===== src/rtl/io_input_port.sv =====
//==============================================================================
// Module   : io_input_port
// Purpose  : Switch synchronizer/debouncer with sticky change flags and a
//            read-to-clear register window. Optional IO_IRQ_EN adds mask + irq.
// Revision : 1.0 - initial release
//==============================================================================
`default_nettype none

module io_input_port #(
    parameter int WIDTH     = 4,
    parameter int DB_CYCLES = 16,
    parameter int CNT_W     = 5
) (
    input  logic             clock,
    input  logic             reset,
    input  logic [WIDTH-1:0] sw0,
    input  logic [WIDTH-1:0] sw1,
    input  logic             rd_en,
    input  logic             wr_en,
    input  logic [1:0]       addr,
    input  logic [31:0]      wdata,
    output logic [31:0]      rdata,
    output logic [WIDTH-1:0] in_port0,
    output logic [WIDTH-1:0] in_port1
`ifdef IO_IRQ_EN
    ,
    output logic             irq
`endif
);

    localparam logic [CNT_W-1:0] C_CNT_LAST = CNT_W'(DB_CYCLES - 1);

    logic [2*WIDTH-1:0] w_raw;
    logic [2*WIDTH-1:0] w_db;
    logic [1:0]         w_set;
    logic [1:0]         flag_d;
    logic [1:0]         flag_q;
    logic [1:0]         w_mask;

    assign w_raw = {sw1, sw0};

    for (genvar p = 0; p < 2; p++) begin : g_port
        logic [WIDTH-1:0] s1_q;
        logic [WIDTH-1:0] s2_q;
        logic [WIDTH-1:0] db_q;
        logic [CNT_W-1:0] cnt_q;
        logic             w_last;

        assign w_last = (cnt_q == C_CNT_LAST);

        // Count consecutive mismatch cycles; any return to match restarts.
        always_ff @(posedge clock) begin
            if (reset) begin
                s1_q  <= '0;
                s2_q  <= '0;
                db_q  <= '0;
                cnt_q <= '0;
            end else begin
                s1_q <= w_raw[p*WIDTH +: WIDTH];
                s2_q <= s1_q;
                if (s2_q == db_q) begin
                    cnt_q <= '0;
                end else if (w_last) begin
                    db_q  <= s2_q;
                    cnt_q <= '0;
                end else begin
                    cnt_q <= cnt_q + 1'b1;
                end
            end
        end

        assign w_db[p*WIDTH +: WIDTH] = db_q;
        assign w_set[p]               = (s2_q != db_q) && w_last;
    end

    assign in_port0 = w_db[WIDTH-1:0];
    assign in_port1 = w_db[2*WIDTH-1:WIDTH];

    // A new acceptance on the same edge as a status read keeps its flag.
    always_comb begin
        flag_d = flag_q;
        if (rd_en && (addr == 2'd2)) begin
            flag_d = 2'b00;
        end
        flag_d = flag_d | w_set;
    end

    always_ff @(posedge clock) begin
        if (reset) begin
            flag_q <= 2'b00;
        end else begin
            flag_q <= flag_d;
        end
    end

`ifdef IO_IRQ_EN
    logic [1:0] mask_q;
    logic       irq_q;
    logic       w_unused_ok;

    always_ff @(posedge clock) begin
        if (reset) begin
            mask_q <= 2'b00;
            irq_q  <= 1'b0;
        end else begin
            if (wr_en && (addr == 2'd3)) begin
                mask_q <= wdata[1:0];
            end
            irq_q <= |(flag_q & mask_q);
        end
    end

    assign w_mask      = mask_q;
    assign irq         = irq_q;
    assign w_unused_ok = &{1'b0, wdata[31:2]};
`else
    logic w_unused_ok;

    assign w_mask      = 2'b00;
    assign w_unused_ok = &{1'b0, wr_en, wdata};
`endif

    always_comb begin
        rdata = 32'h0;
        case (addr)
            2'd0:    rdata = 32'(in_port0);
            2'd1:    rdata = 32'(in_port1);
            2'd2:    rdata = {30'h0, flag_q};
            default: rdata = {30'h0, w_mask};
        endcase
    end

endmodule

`default_nettype wire


===== config.mk =====
export PLATFORM = sky130hd
export DESIGN_NAME = io_input_port
export DESIGN_NICKNAME = d
export VERILOG_FILES = /design/src/rtl/io_input_port.sv
export SDC_FILE = /design/constraint.sdc
export NUM_CORES = 1
export LEC_CHECK = 0
export ABC_CLOCK_PERIOD_IN_PS = 1550
export CAP_MARGIN = 20
export CORE_MARGIN = 1.5
export CORE_UTILIZATION = 36
export CTS_BUF_LIST = sky130_fd_sc_hd__clkbuf_2 sky130_fd_sc_hd__clkbuf_4 sky130_fd_sc_hd__clkbuf_8
export CTS_CLUSTER_SIZE = 14
export DETAILED_ROUTE_END_ITERATION = 12
export PLACE_DENSITY = 0.83
export SLEW_MARGIN = 20
export SYNTH_ARGS = -nofsm -noshare
export SYNTH_HDL_FRONTEND = slang
export SYNTH_SLANG_ARGS = --single-unit

===== constraint.sdc =====
create_clock -name clock -period 1.55 [get_ports clock]
set_input_delay 0.31 -clock clock [delete_from_list [all_inputs] [get_ports clock]]
set_output_delay 0.31 -clock clock [all_outputs]
set_load 0.01 [all_outputs]

==> flow_summary.yaml <==
status:
  status: "finished clean"
floorplan:
  start_util_pct: 38.09
  die_height_um: 68.76
  die_x_um: 68.76
  num_io_pins: 86
  row_count: 23
  die-area_um2: 4727
  placeableCoreArea_um2: 4086
worst_setup_path:
  slowest_stage: "clkdlybuf4s50_1"
  critPathTopFamily: "buffers and inverters"
  critPathLaunchType: "flop"
  crit_buf_inv: 1
  r2r_cells: 4
  worst-path-stages: 1
  worstPathRequired_ns: 1.24
  crit_arrival_ns: 1.20
  crit_type: "reg -> out"
  crit_path_cell_trace: "clkdlybuf4s50_1"
  slowest_delay_ns: 0.54
  regToRegStartpoint: "in_port0[1]"
  cp-end-kind: "primary output"
  cp_max_fo: 4
  crit_start: "in_port0[2]"
synth:
  syn_inst: 160
  yosysSeqAreaShare_pct: 46.30
  syn_area_um2: 1556
  synth-xor-area-share_pct: 6.752
  synth_fa_ha_area_share_pct: 3.215
  avgSynthCellArea_um2: 9.728
  synth_seq_cells: 36
  synthSimpleGateAreaFrac_pct: 15.35
  ys_types: 20
  synth_compound_area_share_pct: 4.180
  synth_top_family_by_area: "buffers and inverters"
  ys_warn_count: 0
  synth.area.mux_share_pct: 7.717
drt:
  via_count: 1009
  routedWlPerCell_um: 10.36
  wirelength_mm: 2.518
  drt_iter0_markers: 18
  via_per_inst: 4.152
  firstDrtPassIters: 4
  drc: 0
  ant_nets: 0
power:
  net-switching-power_uw: 411.9
  seqPwrFrac_pct: 50.1
  clkPwrFrac_pct: 42.5
  irDropWorstVdd_v: 0.0007467
  p_leak_nw: 0.8830
  switching_share_pct: 21.45
  p_per_area_nw_per_um2: 1005
  internal-power_mw: 1.508
  p_comb_share_pct: 7.3
  total_power_mw: 1.920
clock_network:
  cts-buffers-inserted: 5
  cts_max_level: 2
  clock_latency_ns: 0.29
  cts.clk_slew.worst_paths_ns: 0.07
  cts.sinks: 36
  cts_max_path_buffers: 2
  post-cts-setup-buffers: 0
  cts_root_buf: "clkbuf_8"
  cts_tree: "yes"
  ctsHoldBuffers: 0
sta:
  max_freq_mhz: 662.7
  whs_ns: 0.4439
  rsz0062_at_grt: "no"
  slew_violations: 0
  period_needed_ns: 1.509
  fin_skew_ns: 0.008134
  setup_ws_ns: 0.04109
  setup_tns_ns: 0
  setup_viol: 0
  max-slew-margin-rel_pct: 64.93
  worst_pin_slew_ns: 0.5204
  fin_crit_sh_pct: 97.35
  hold_viol_final: 0
job:
  maxCapViolCount: 0
finish:
  final_net_count: 242
  diodes: 0
  most-common-layout-cells: "35 x dfxtp_1, 28 x conb_1, 21 x nor2_1, 16 x nor2b_1, 12 x mux2i_1"
  mostFrequentLayoutCell: "dfxtp_1"
  final_util_pct: 46.75
  final_area_um2: 1911
  finalNonFillerCells: 243
  drive_gt1_share_pct: 14.51
  area_growth_pct: 22.75
global_route:
  grt_max_degree: 29
  gr-total-overflow: 0
  grtUsageTotal_pct: 11.94
  grt_pass1_vias: 880
  grt_pass1_wl_mm: 3.912
  antenna_found_initial: 0
place:
  dp_cells: 235
  dp_hpwl_mm: 1.912
  pre_cts_slack_ns: -0.5328
  dpl_cell_area_um2: 1799
  gp_congestion: 0.7527
  io_buffers: 24
min_path:
  hp-start: "g_port[1].s1_q[3]"
  min_path_type: "reg -> reg"
  holdPathStages: 1
==> power by group through the flow <==
stage | clock network [mW] | registers (mW) | logic [mW]
floorplan | 0 | 0.981 | 0.139
global placement | 0 | 0.982 | 0.135
detailed placement | 0 | 0.984 | 0.139
CTS | 0.832 | 0.963 | 0.141
global route | 0.879 | 0.965 | 0.157
finish | 0.816 | 0.963 | 0.141
==> timing repair <==
action	CTS	global route
pin swaps	0	0
endpoints found under the setup margin	12	11
gates resized for setup	29	3
==> metal layers <==
layer | up-vias | routed length [um] | GRT usage [%]
met5 | - | 0 | 0
met4 | 0 | 47 | 5.882
met3 | 4 | 170 | 5.844
met2 | 31 | 1157 | 17.67
met1 | 453 | 1142 | 14.36
li1 | 521 | - | -
==> flip-flops by register name (all words and copies together), names as in the netlist <==
name,count
flag_q,2
in_port1,4
g_port.s1_q,8
in_port0,4
g_port.cnt_q,10
g_port.s2_q,8
==> layout make-up <==
cell class | instances | area (um2)
clock buffers | 6 | 76.32
clock inverters | 2 | 35.03
fillers | 404 | 2176
inverters | 5 | 18.77
multi-input cells | 112 | 699.4
flip-flops and latches | 36 | 721.9
well taps | 50 | 62.56
repair buffers | 32 | 296.5
==> final timing paths <==
check                  endpoint  slack, ns
min           g_port[1].s2_q[3]       0.44
max reg2reg  g_port[0].cnt_q[3]       0.13
max                 in_port0[2]       0.04
min reg2reg   g_port[1].s2_q[3]       0.44
==> logic make-up after synthesis <==
group,count (synthesis)
AOI/OAI and AO/OA,7
other,1
xor gates and xnor gates,12
buffers and inverters,39
muxes,12
and+or+nand+nor,49
DFF,36
adders and majority gates,4
==> Yosys cell counts, drive strengths merged <==
cell type  number  area [um2]
and3            2       12.51
o41ai           2       32.53
xnor2           2       17.52
ha              4       50.05
xor2           10       87.58
clkbuf          5       18.77
nand2           4       15.01
buf            29       215.2
conb            1       3.750
o2bb2ai         2       17.52
nor2b          17       106.4
nor2           22       82.58
inv             5       18.77
mux2i          12       120.1
nand3           2       10.01
dfxtp          36       720.7
o21ai           2       10.01
nor4            2       12.51
a21oi           1       5.000
No activity file was read; power rests on OpenSTA's default activity.
